File: src/rtl/store_write_buffer.sv
// store_write_buffer
// In-order circular buffer between the store reservation station and data
// memory. Stores are captured when resolved, held until the reorder buffer
// commits them, then drained to memory in program order over valid/ready.
// A flush discards every store that has not yet been committed.

module store_write_buffer #(
    parameter int REORDER_BUFFER_SIZE_LOG = 4,
    parameter int DEPTH_LOG               = 2
) (
    input  logic                               clk,
    input  logic                               reset,

    input  logic                               writeBuffer_valid,
    input  logic [REORDER_BUFFER_SIZE_LOG-1:0] writeBuffer_position,
    input  logic [31:0]                        writeBuffer_value,
    input  logic [31:0]                        writeBuffer_storeValue,
    output logic                               full,

    input  logic                               commit_valid,
    input  logic [REORDER_BUFFER_SIZE_LOG-1:0] commit_position,
    output logic                               commit_miss,

    input  logic                               flush,

    output logic                               mem_write_valid,
    output logic [31:0]                        mem_write_address,
    output logic [31:0]                        mem_write_data,
    input  logic                               mem_write_ready,

    output logic                               empty,
    output logic [DEPTH_LOG:0]                 count
);

    localparam int DEPTH = 1 << DEPTH_LOG;
    localparam logic [DEPTH_LOG:0] DEPTH_COUNT = (DEPTH_LOG + 1)'(DEPTH);

    typedef enum logic {
        IDLE,
        WRITE
    } drain_state_t;

    // Entry storage
    logic [DEPTH-1:0]                   entry_valid;
    logic [DEPTH-1:0]                   entry_committed;
    logic [REORDER_BUFFER_SIZE_LOG-1:0] entry_position [DEPTH];
    logic [31:0]                        entry_address  [DEPTH];
    logic [31:0]                        entry_data     [DEPTH];

    // Pointers, occupancy and control state
    logic [DEPTH_LOG-1:0] head;
    logic [DEPTH_LOG-1:0] tail;
    logic [DEPTH_LOG-1:0] head_plus_one;
    logic [DEPTH_LOG:0]   count_q;
    logic [DEPTH_LOG:0]   count_next;
    drain_state_t         state;
    drain_state_t         state_next;
    logic                 commit_miss_q;

    // Per-cycle decisions
    logic                 enqueue;
    logic                 dequeue;
    logic                 commit_hit;
    logic [DEPTH_LOG-1:0] commit_index;
    logic [DEPTH-1:0]     committed_eff;
    logic [DEPTH_LOG:0]   committed_count;
    logic                 head_ready;
    logic                 next_ready;

    assign full          = (count_q == DEPTH_COUNT);
    assign empty         = (count_q == '0);
    assign count         = count_q;
    assign commit_miss   = commit_miss_q;
    assign head_plus_one = head + DEPTH_LOG'(1);
    assign enqueue       = writeBuffer_valid && !full && !flush;
    assign dequeue       = (state == WRITE) && mem_write_ready;

    // Locate the uncommitted entry named by the ROB commit, if any
    always_comb begin
        commit_hit   = 1'b0;
        commit_index = '0;
        for (int i = 0; i < DEPTH; i++) begin
            if (commit_valid && !commit_hit && entry_valid[i] &&
                !entry_committed[i] &&
                (entry_position[i] == commit_position)) begin
                commit_hit   = 1'b1;
                commit_index = DEPTH_LOG'(i);
            end
        end
    end

    // Committed view including this cycle's commit, so a flush in the same
    // cycle keeps the entry and the drain can start without an extra cycle
    always_comb begin
        committed_eff   = '0;
        committed_count = '0;
        for (int i = 0; i < DEPTH; i++) begin
            committed_eff[i] = entry_committed[i] ||
                               (commit_hit && (commit_index == DEPTH_LOG'(i)));
            committed_count  = committed_count +
                               (DEPTH_LOG + 1)'(entry_valid[i] && committed_eff[i]);
        end
    end

    // Readiness of the head entry and the one behind it for draining
    always_comb begin
        head_ready = entry_valid[head] && committed_eff[head];
        next_ready = entry_valid[head_plus_one] && committed_eff[head_plus_one];
    end

    // Next occupancy; a flush keeps only committed entries, minus any that
    // leave for memory in the same cycle
    always_comb begin
        count_next = count_q;
        if (flush) begin
            count_next = committed_count - (DEPTH_LOG + 1)'(dequeue);
        end else begin
            count_next = count_q + (DEPTH_LOG + 1)'(enqueue)
                                 - (DEPTH_LOG + 1)'(dequeue);
        end
    end

    // Drain FSM next-state: start on a committed head, keep streaming while
    // the following entry is committed as well
    always_comb begin
        state_next = state;
        case (state)
            IDLE: begin
                if (head_ready) begin
                    state_next = WRITE;
                end
            end
            WRITE: begin
                if (mem_write_ready) begin
                    state_next = next_ready ? WRITE : IDLE;
                end
            end
            default: state_next = IDLE;
        endcase
    end

    // Memory request outputs; payload is held at zero outside a write
    always_comb begin
        mem_write_valid   = 1'b0;
        mem_write_address = '0;
        mem_write_data    = '0;
        if (state == WRITE) begin
            mem_write_valid   = 1'b1;
            mem_write_address = entry_address[head];
            mem_write_data    = entry_data[head];
        end
    end

    // Entry flags: commit marking, flush discard, dequeue and enqueue
    always_ff @(posedge clk) begin
        if (reset) begin
            entry_valid     <= '0;
            entry_committed <= '0;
        end else begin
            if (commit_hit) begin
                entry_committed[commit_index] <= 1'b1;
            end
            if (flush) begin
                for (int i = 0; i < DEPTH; i++) begin
                    if (!committed_eff[i]) begin
                        entry_valid[i] <= 1'b0;
                    end
                end
            end
            if (dequeue) begin
                entry_valid[head]     <= 1'b0;
                entry_committed[head] <= 1'b0;
            end
            if (enqueue) begin
                entry_valid[tail]     <= 1'b1;
                entry_committed[tail] <= 1'b0;
            end
        end
    end

    // Entry payload written at the tail on enqueue
    always_ff @(posedge clk) begin
        if (reset) begin
            for (int i = 0; i < DEPTH; i++) begin
                entry_position[i] <= '0;
                entry_address[i]  <= '0;
                entry_data[i]     <= '0;
            end
        end else if (enqueue) begin
            entry_position[tail] <= writeBuffer_position;
            entry_address[tail]  <= writeBuffer_value;
            entry_data[tail]     <= writeBuffer_storeValue;
        end
    end

    // Pointers, occupancy, drain state and the commit-miss pulse
    always_ff @(posedge clk) begin
        if (reset) begin
            head          <= '0;
            tail          <= '0;
            count_q       <= '0;
            state         <= IDLE;
            commit_miss_q <= 1'b0;
        end else begin
            state         <= state_next;
            count_q       <= count_next;
            commit_miss_q <= commit_valid && !commit_hit;
            if (dequeue) begin
                head <= head_plus_one;
            end
            if (flush) begin
                tail <= head + committed_count[DEPTH_LOG-1:0];
            end else if (enqueue) begin
                tail <= tail + DEPTH_LOG'(1);
            end
        end
    end

endmodule
File: config.mk
export PLATFORM = sky130hd
export DESIGN_NAME = store_write_buffer
export DESIGN_NICKNAME = d
export VERILOG_FILES = /design/src/rtl/store_write_buffer.sv
export SDC_FILE = /design/constraint.sdc
export NUM_CORES = 1
export LEC_CHECK = 0
export ABC_AREA = 0
export CORE_ASPECT_RATIO = 0.75
export CORE_MARGIN = 2
export CORE_UTILIZATION = 30
export DETAILED_ROUTE_END_ITERATION = 10
export PLACE_DENSITY = 0.45
export SYNTH_ARGS = -nofsm -noshare
export SYNTH_HDL_FRONTEND = slang
export SYNTH_SLANG_ARGS = --single-unit
File: constraint.sdc
create_clock -name clk -period 6.5 [get_ports clk]
set_input_delay 0.975 -clock clk [delete_from_list [all_inputs] [get_ports clk]]
set_output_delay 0.975 -clock clk [all_outputs]
set_load 0.05 [all_outputs]
# After elaboration in Yosys (flattened, before gate mapping)
# Memories as Yosys holds them, arrays and structs flattened. A register that Yosys moved wholly into a read port is not among the register bits.
# Index checks and enable logic that the tools add are counted.
[word_totals]
reg_bits = 17
ram_bits = 272
input_bits = 78
out_inout_bits = 71
wordCells = 157
memories = 3
[mem_list]
columns = ["memory", "depth", "word_bits", "rd", "rd_ports_with_merged_regs", "write_ports", "line_no", "rtl"]
rows = [
  ["entry_address", 4, 32, 1, 1, 4, "47", "logic [31:0] entry_address [DEPTH];"],
  ["entry_data", 4, 32, 1, 1, 4, "48", "logic [31:0] entry_data [DEPTH];"],
  ["entry_position", 4, 4, 4, 0, 4, "46", "logic [REORDER_BUFFER_SIZE_LOG-1:0] entry_position [DEPTH];"],
]
[classes]
n_addsub = 9
magnitude_cmp = 7
eq_ne = 8
muxes = 63
bitwise = 8
reduce_logical = 52
[ops]
columns = ["cell", "count"]
rows = [
  ["32-bit two-way mux", 4],
  ["32-bit OR reduction", 2],
  ["4-bit two-way mux", 11],
  ["1-bit logical AND", 32],
  ["1-bit two-way mux", 28],
  ["2-bit two-way mux", 11],
  ["4-bit == test", 4],
  ["4-bit AND", 3],
  ["2-bit by 3-bit < comparator with 1-bit output (second input constant)", 4],
  ["1-bit zero test", 10],
  ["1-bit binary-select mux with 2-bit select", 4],
  ["4-bit inverter", 2],
  ["4-bit bitwise OR", 2],
  ["3-bit by 1-bit adder with 3-bit output", 2],
  ["1-bit demux with 2-bit select", 3],
  ["2-bit by 1-bit greater-or-equal comparator with 1-bit output (second input constant)", 3],
  ["3-bit by 1-bit subtractor with 3-bit output", 2],
  ["2-bit by 1-bit adder with 2-bit output (second input constant)", 2],
  ["2-bit == test (second input constant)", 2],
  ["1-bit logical OR", 4],
  ["4-bit OR reduction", 1],
  ["2-bit by 1-bit adder with 3-bit output", 1],
  ["3-bit == test (second input constant)", 1],
  ["3-bit zero test", 1],
  ["8 further kinds", 8],
]

# Logic depth before layout (Yosys ltp)
# Gate-level depths: netlist of the first run.
[logic_depth]
depth_word = 34
depth_mapped = 13
ltp_nobuf = 13

# Worst setup path after synthesis of the first run
# Ideal clock, no wire load.
[synth_timing]
path_type = "input port to flip-flop"
startpoint = "input port commit_position[1]"
endpoint = "register count_q[2] (netlist: count[2])"
setup_time_ps = 128
arrival_ps = 3396
required_ps = 6372
slack_ps = 2976
path_stages = 13
path_buffers = 0
path_cell_list = "xor2_1 -> nor3_1 -> nand4_1 -> a41oi_1 -> nor2b_1 -> fa_1 -> ha_1 -> ha_1 -> inv_1 -> ha_1 -> xor2_1 -> a21oi_1 -> nor2_1"
[synth_via]
elab_chain_len = 30
word_cells_on_any_way = 48
classes_between = "4 x add/sub; 7 x eq/ne; 8 x mux; 29 x reduce/logical"
[synth_rtl]
columns = ["item", "line_no", "rtl"]
rows = [
  ["start: declaration", "21", "input logic [REORDER_BUFFER_SIZE_LOG-1:0] commit_position,"],
  ["4-bit == test", "85", "(entry_position[i] == commit_position)) begin"],
  ["1-bit logical AND", "84", "!entry_committed[i] &&"],
  ["1-bit two-way mux", "83", "if (commit_valid && !commit_hit && entry_valid[i] &&"],
  ["1-bit zero test", "83", ""],
  ["1-bit logical AND (3 in series)", "83", ""],
  ["1-bit logical AND", "84", ""],
  ["1-bit two-way mux", "83", ""],
  ["1-bit zero test", "83", ""],
  ["[... 12 more ...]", "-", ""],
  ["1-bit logical AND", "99", "(commit_hit && (commit_index == DEPTH_LOG'(i)));"],
  ["1-bit logical OR", "98", "committed_eff[i] = entry_committed[i] ||"],
  ["1-bit logical AND", "101", "(DEPTH_LOG + 1)'(entry_valid[i] && committed_eff[i]);"],
  ["1-bit by 1-bit adder with 2-bit output", "100", "committed_count = committed_count +"],
  ["2-bit by 1-bit adder with 3-bit output", "100", ""],
  ["3-bit by 1-bit adder with 3-bit output (*)", "100", ""],
  ["3-bit by 1-bit subtractor with 3-bit output (*)", "116", "count_next = committed_count - (DEPTH_LOG + 1)'(dequeue);"],
  ["3-bit two-way mux (*)", "115", "if (flush) begin"],
  ["end signal: assignment", "206", "count_q <= count_next;"],
  ["end: declaration", "54", "logic [DEPTH_LOG:0] count_q;"],
]
# Mark *: on every way between the ends. The rest lies on a longest branch, timed or not.
# A chain may end at the register's enable or synchronous reset.

==> impl_metrics.yaml, run 1 <==
logic_synthesis:
  synth_top_family_by_area: "simple AND/OR/NAND/NOR gates"
  synth_compound_area_share_pct: 2.104
  synthAdderAreaFrac_pct: 1.679
  netlist.area_leader.share_pct: 60.23
  yosysUniqueCellTypes: 57
  syn_nets: 1002
  ys_seq_area_share_pct: 63.03
  ys.warnings.count: 0
  ys.flop_type: "edfxtp_1"
  async_flop_share_pct: 0
  ys_top_cells_by_area: "edfxtp_1, and2_1, mux4_2"
  syn_area_um2: 13560
  synthXorXnorAreaFrac_pct: 1.485
  synthCells: 907
  synth_mux_area_share_pct: 10.85
  synthSimpleGateAreaFrac_pct: 18.66
  ys_ff_latch: 291
  synth.avg_cell_area_um2: 14.95
  synth_edf_count: 272
  yosysTopAreaCell: "edfxtp_1"
place:
  post_dp_cell_area_um2: 15680
  hpwlAfterDp_um: 19290
  place_inst: 1601
  port_buffers: 148
  gp_congestion: 0.7270
grt:
  antenna_found_initial: 4
  grt_usage_pct: 14.90
  overflow: 0
  grt_pass1_wl_um: 52590
  grt_pass1_vias: 8268
  grt_max_degree: 69
worst_setup_path:
  reg2reg_to: "count[2]"
  worstSetupPathType: "reg -> out"
  worst_ep_required_time_ns: 5.52
  timing.rr.start: "entry_position[0][1]"
  critical_path_arrival_ns: 3.33
  worstSetupStartpointType: "flip-flop"
  worstPathMaxFanout: 37
  critPathCaptureType: "output pin"
  reg2reg_depth: 13
  rrSetupSlack_ns: 3.12
finish:
  nets: 1146
  nFillCells: 4251
  drive_gt1_share_pct: 14.63
  fin_area_um2: 16710
  final_util_pct: 37.40
  ff_latch_area_um2: 8557
  syn2layout_area_growth_pct: 23.22
  final_cells: 1661
  multi_input_area_um2: 4740
worst_hold_path:
  hold_path.class: "reg -> reg"
  hp-start: "entry_committed[1]"
  hold_end: "entry_committed[1]"
  worstHoldPathCells: 2
pwr:
  ir_worst_vdd_mv: 0.1406
  p_total_w: 0.004230
  powerDensity_nw_per_um2: 253.1
  p_leak_nw: 5.904
timing:
  period_share_pct: 66.27
  setup_viol: 0
  hold_viol: 0
  finalSetupTns_ns: 0
  max_clock_freq_mhz: 232.2
  rsz0062_at_grt: "false"
  min_period_ns: 4.307
  worstMarginPinSlew_ns: 1.015
  slew_violations: 0
  fin_worst_skew_ns: 0.02072
  max-slew-margin-rel_pct: 32.31
floorplanning:
  core_area_um2: 44680
  fp.dieH_um: 188.1
  die_x_um: 249.5
  start_util_pct: 30.35
  fp-row-count: 67
  design.die.area_um2: 46940
  num_io_pins: 149
cts:
  cts.repair.resized: 0
  clock_path_buffers: 3
  cts_root_buf: "clkbuf_16"
  clk_latency_ns: 0.52
  clkTransAtPathRegs_ns: 0.07
  numClockSinks: 291
  holdBufCountCts: 0
  cts_tree: "yes"
  post_cts_buffers: 0
  cts.htree.levels: 2
  cts_buffers: 34
routing:
  via_per_inst: 4.551
  drtPass1Iterations: 6
  post_drt_wl_per_cell_um: 20.60
  vias: 7559
  route.detailed.drc: 0
  routed_wl_um: 34220
  ant_nets: 0
  dr.first_iter.drc_count: 422
outcome:
  status: "complete, no violations"
run:
  drv_cap: 0
[metrics by stage]
step	hold WS [ns]	setup slack (ns)
2_1_floorplan	0.4595	2.976
3_3_place_gp	0.4968	1.998
3_5_place_dp	0.5020	1.925
4_1_cts	0.5137	2.026
5_1_grt	0.5630	1.933
6_report	0.5115	2.193
[synthesized netlist by cell type, types with 2 or more instances]
cell      instances
nor3_1            4
and2_1          326
mux2i_1           3
buf_6             2
dfxtp_1          19
ha_1             15
clkbuf_1         37
nor3b_4           2
nand2_1          15
fa_1              2
clkbuf_2          6
xnor2_1          14
o21ai_0           5
or2_2             3
buf_2             9
a221o_2           2
or3_1             2
mux4_2           64
xor2_1            9
a21oi_1           7
nand3_1           4
nor3_4            3
edfxtp_1        272
a22oi_1           4
and2_2           10
nor2b_1           5
inv_1            12
a31o_2            2
nor2_1           15
o22a_1            2
a221o_1           2
a211oi_1          3
nand4_1           2
o31ai_1           2
[cell families (layout without fill, tap and decap cells)]
group / Yosys count / in the layout
AND/OR/NAND/NOR: 402 / 402
flip-flops: 291 / 291
buffers and inverters: 69 / 235
multiplexers: 67 / 67
AO/OA/AOI/OAI: 38 / 38
XOR/XNOR: 23 / 23
adder cells (fa/ha/maj): 17 / 17
other: 0 / 2
[metal layers]
metal	vias to the layer above	wire length, um	global-route usage [%]
li1	3574	-	-
met1	3776	15700	20.11
met2	157	16270	24.74
met3	48	1679	3.054
met4	4	536	3.406
met5	-	30	0
[flip-flops by register name, indices dropped and copies added, names as in the netlist, named ones only]
signal / count
count: 3
entry_committed: 4
entry_data: 128
entry_position: 16
head: 2
state: 1
entry_address: 128
commit_miss: 1
tail: 2
entry_valid: 4
[final cells by class]
type	instances	share of cell area, %
Antenna cell	2	0.02995
Clock buffer	47	5.825
Clock inverter	11	0.3145
Inverter	13	0.2920
Multi-Input combinational cell	547	28.36
Sequential cell	291	51.21
Tap cell	586	4.388
Timing Repair Buffer	164	9.584
[cell usage in the layout, fill, tap and decap left out, types with 4 or more instances in the layout]
master,netlist,routed
and2_1,326,326
edfxtp_1,272,272
clkdlybuf4s50_1,0,148
mux4_2,64,64
clkbuf_16,0,37
dfxtp_1,19,16
buf_4,1,16
nand2_1,15,15
nor2_1,15,15
ha_1,15,15
xnor2_1,14,14
inv_1,12,12
and2_2,10,10
xor2_1,9,9
clkbuf_1,37,9
a21oi_1,7,7
nor2b_1,5,5
o21ai_0,5,5
clkinv_1,0,5
clkinv_2,0,5
nand3_1,4,4
nor3_1,4,4
a22oi_1,4,4
[worst max-delay path, cell delays in order, from the launching register on]
cell	delay, ns
dfxtp_4	0.88
buf_4	0.47
mux4_2	0.55
and2_1	0.21
clkdlybuf4s50_1	0.71
[how the worst max path moves through the flow]
stage | startpoint | to | slack (ns) | cells after the start
global placement | commit_position[1] | count[2] | 2.00 | 14
finish | flip-flop | mem_write_data[30] | 2.19 | 4
CTS | flip-flop | mem_write_data[30] | 2.03 | 4
global route | flip-flop | mem_write_data[1] | 1.93 | 4
floorplan | commit_position[1] | count[2] | 2.98 | 13
detailed placement | commit_position[1] | count[2] | 1.93 | 14
[report_power, final]
part | switching [W] | internal [W]
clock network | 0.000751 | 0.00104
registers | 0.0000296 | 0.00214
logic | 0.000146 | 0.000120
(Power assumes the default switching activity.)
==> inputs of run 2 (changes only) <==
Settings changed: PLACE_DENSITY 0.45 to 0.47.
Clock period 6.5 ns to 3.7 ns, I/O delays scaled along.
==> impl_metrics.yaml, run 2 (synthesis results as in run 1) <==
outcome:
  status: "complete, no violations"
place:
  hpwlAfterDp_um: 19920
  place_ws_ns: -0.1962
  gp_congestion: 0.7454
  place_inst: 1623
  port_buffers: 148
  post_dp_cell_area_um2: 15950
worst_setup_path:
  critical_path_arrival_ns: 3.76
  cp_slowest_cell: "clkdlybuf4s50_1"
  slowest_delay_ns: 0.53
  reg2reg_depth: 13
  worstSetupStartpointType: "input port"
  worstSetupPathType: "in -> reg"
  critPathCaptureType: "flip-flop"
  worstPathMaxFanout: 4
  cp_common_cell: "ha_1"
  timing.critical_path.cells: "clkdlybuf4s50_1, xor2_1, nor3_1, nand4_1, a41oi_1, nor2b_1, fa_1, ha_1, ha_1, inv_1, ha_1, xor2_1, a21oi_1, nor2_1"
  worst_ep_required_time_ns: 4.10
cts:
  post_cts_buffers: 0
  cts_root_buf: "clkbuf_16"
  holdBufCountCts: 0
  cts_tree: "yes"
  clkTransAtPathRegs_ns: 0.06
  numClockSinks: 291
  clock_path_buffers: 3
  cts.repair.resized: 0
  cts.htree.levels: 2
  clk_latency_ns: 0.52
  cts_buffers: 34
routing:
  routed_wl_um: 34840
  route.detailed.drc: 0
  met2WireLength_um: 16390
  routed.top_layer: "met5"
  post_drt_wl_per_cell_um: 20.70
  wl_met1_um: 16310
  vias: 7782
  dr.first_iter.drc_count: 382
  wl_met3_um: 1562
  via_per_inst: 4.624
  ant_nets: 0
  drtPass1Iterations: 4
pwr:
  comb_power_share_pct: 6.7
  ir_worst_vdd_mv: 0.2472
  seqPwrFrac_pct: 51.0
  switching_share_pct: 22.00
  internal-power_w: 0.005826
  powerDensity_nw_per_um2: 440.2
  pwr-share-clk_pct: 42.4
  p_leak_nw: 6.034
  p_sw_w: 0.001643
finish:
  nets: 1168
  final_common_cell: "and2_1"
  final_util_pct: 37.97
  fin_area_um2: 16970
  final_cells: 1683
  nFillCells: 4246
  syn2layout_area_growth_pct: 25.11
  final_cell_mix: "and2_1, edfxtp_1, clkdlybuf4s50_1"
  drive_gt1_share_pct: 16.24
  largestRegisters: "entry_address (128), entry_data (128), entry_position (16)"
floorplanning:
  num_io_pins: 149
  start_util_pct: 30.35
  die_x_um: 249.5
  core_area_um2: 44680
  design.die.area_um2: 46940
  fp.dieH_um: 188.1
  fp-row-count: 67
grt:
  antenna_found_initial: 3
  grt_pass1_vias: 8410
  grt_pass1_wl_um: 53220
  grt_usage_pct: 15.03
  grt_max_degree: 69
  overflow: 0
run:
  drv_cap: 0
timing:
  fin_worst_skew_ns: 0.02114
  hold_ws_ns: 0.5303
  period_share_pct: 90.76
  setup_viol: 0
  rsz0062_at_grt: "false"
  max-slew-margin-rel_pct: 32.28
  max_clock_freq_mhz: 297.8
  hold_viol: 0
  timing.final.ws_setup_ns: 0.3420
  worstMarginPinSlew_ns: 1.013
  slew_violations: 0
  min_period_ns: 3.358
worst_hold_path:
  worstHoldPathCells: 2
  hold_path.class: "reg -> reg"
[run 2: changes by cell type in the layout (fill, tap and decap cells not counted), moves of 2 or more]
cell / delta
buf_12: +8
buf_4: +14
clkbuf_1: +5
clkbuf_16: -2
clkinv_1: -3
[run 2: cell type report]
type	count	area [um^2]	share of cell area (%)
Multi-Input combinational cell	547	4740	27.93
Clock buffer	50	942.2	5.553
Inverter	13	48.80	0.2876
Clock inverter	9	77.57	0.4572
Timing Repair Buffer	186	1867	11.00
Sequential cell	291	8557	50.43
Antenna cell	1	2.502	0.01475
Tap cell	586	733.2	4.321
[run 2: stage by stage]
| step | TNS [ns] | total power [W] |
|---|---|---|
| floorplan | 0 | 0.004114 |
| global placement | -0.2631 | 0.004385 |
| detailed placement | -0.3896 | 0.004388 |
| CTS | 0 | 0.007578 |
| global route | 0 | 0.007727 |
| finish | 0 | 0.007469 |
[run 2: worst paths after layout]
path / startpoint / to / slack [ns]
setup reg to reg: entry_position[0][1] / count[2] / 0.57
hold / removal: entry_committed[1] / entry_committed[1] / 0.53
hold reg to reg: entry_committed[1] / entry_committed[1] / 0.53
setup / recovery: commit_position[1] / count[2] / 0.34
[run 2: critical path, delay by kind of cell]
family	cells	cell delay (ns)
xor+xnor	2	0.35
simple gates	4	0.67
fa+ha+maj	4	1.14
buf+inv	2	0.58
compound gates	2	0.46
[run 2: power groups by stage]
stage	clock network [W]	registers, W	logic (W)
3_5_place_dp	0	0.00388	0.000511
6_report	0.00316	0.00381	0.000498
2_1_floorplan	0	0.00387	0.000246
3_3_place_gp	0	0.00387	0.000510
4_1_cts	0.00326	0.00381	0.000514
5_1_grt	0.00336	0.00382	0.000544
[run 2: layer usage]
layer,global-route usage (%),up-vias
met4,3.151,4
met3,2.943,46
met1,20.83,3958
met5,0,-
li1,-,3615
met2,24.57,159
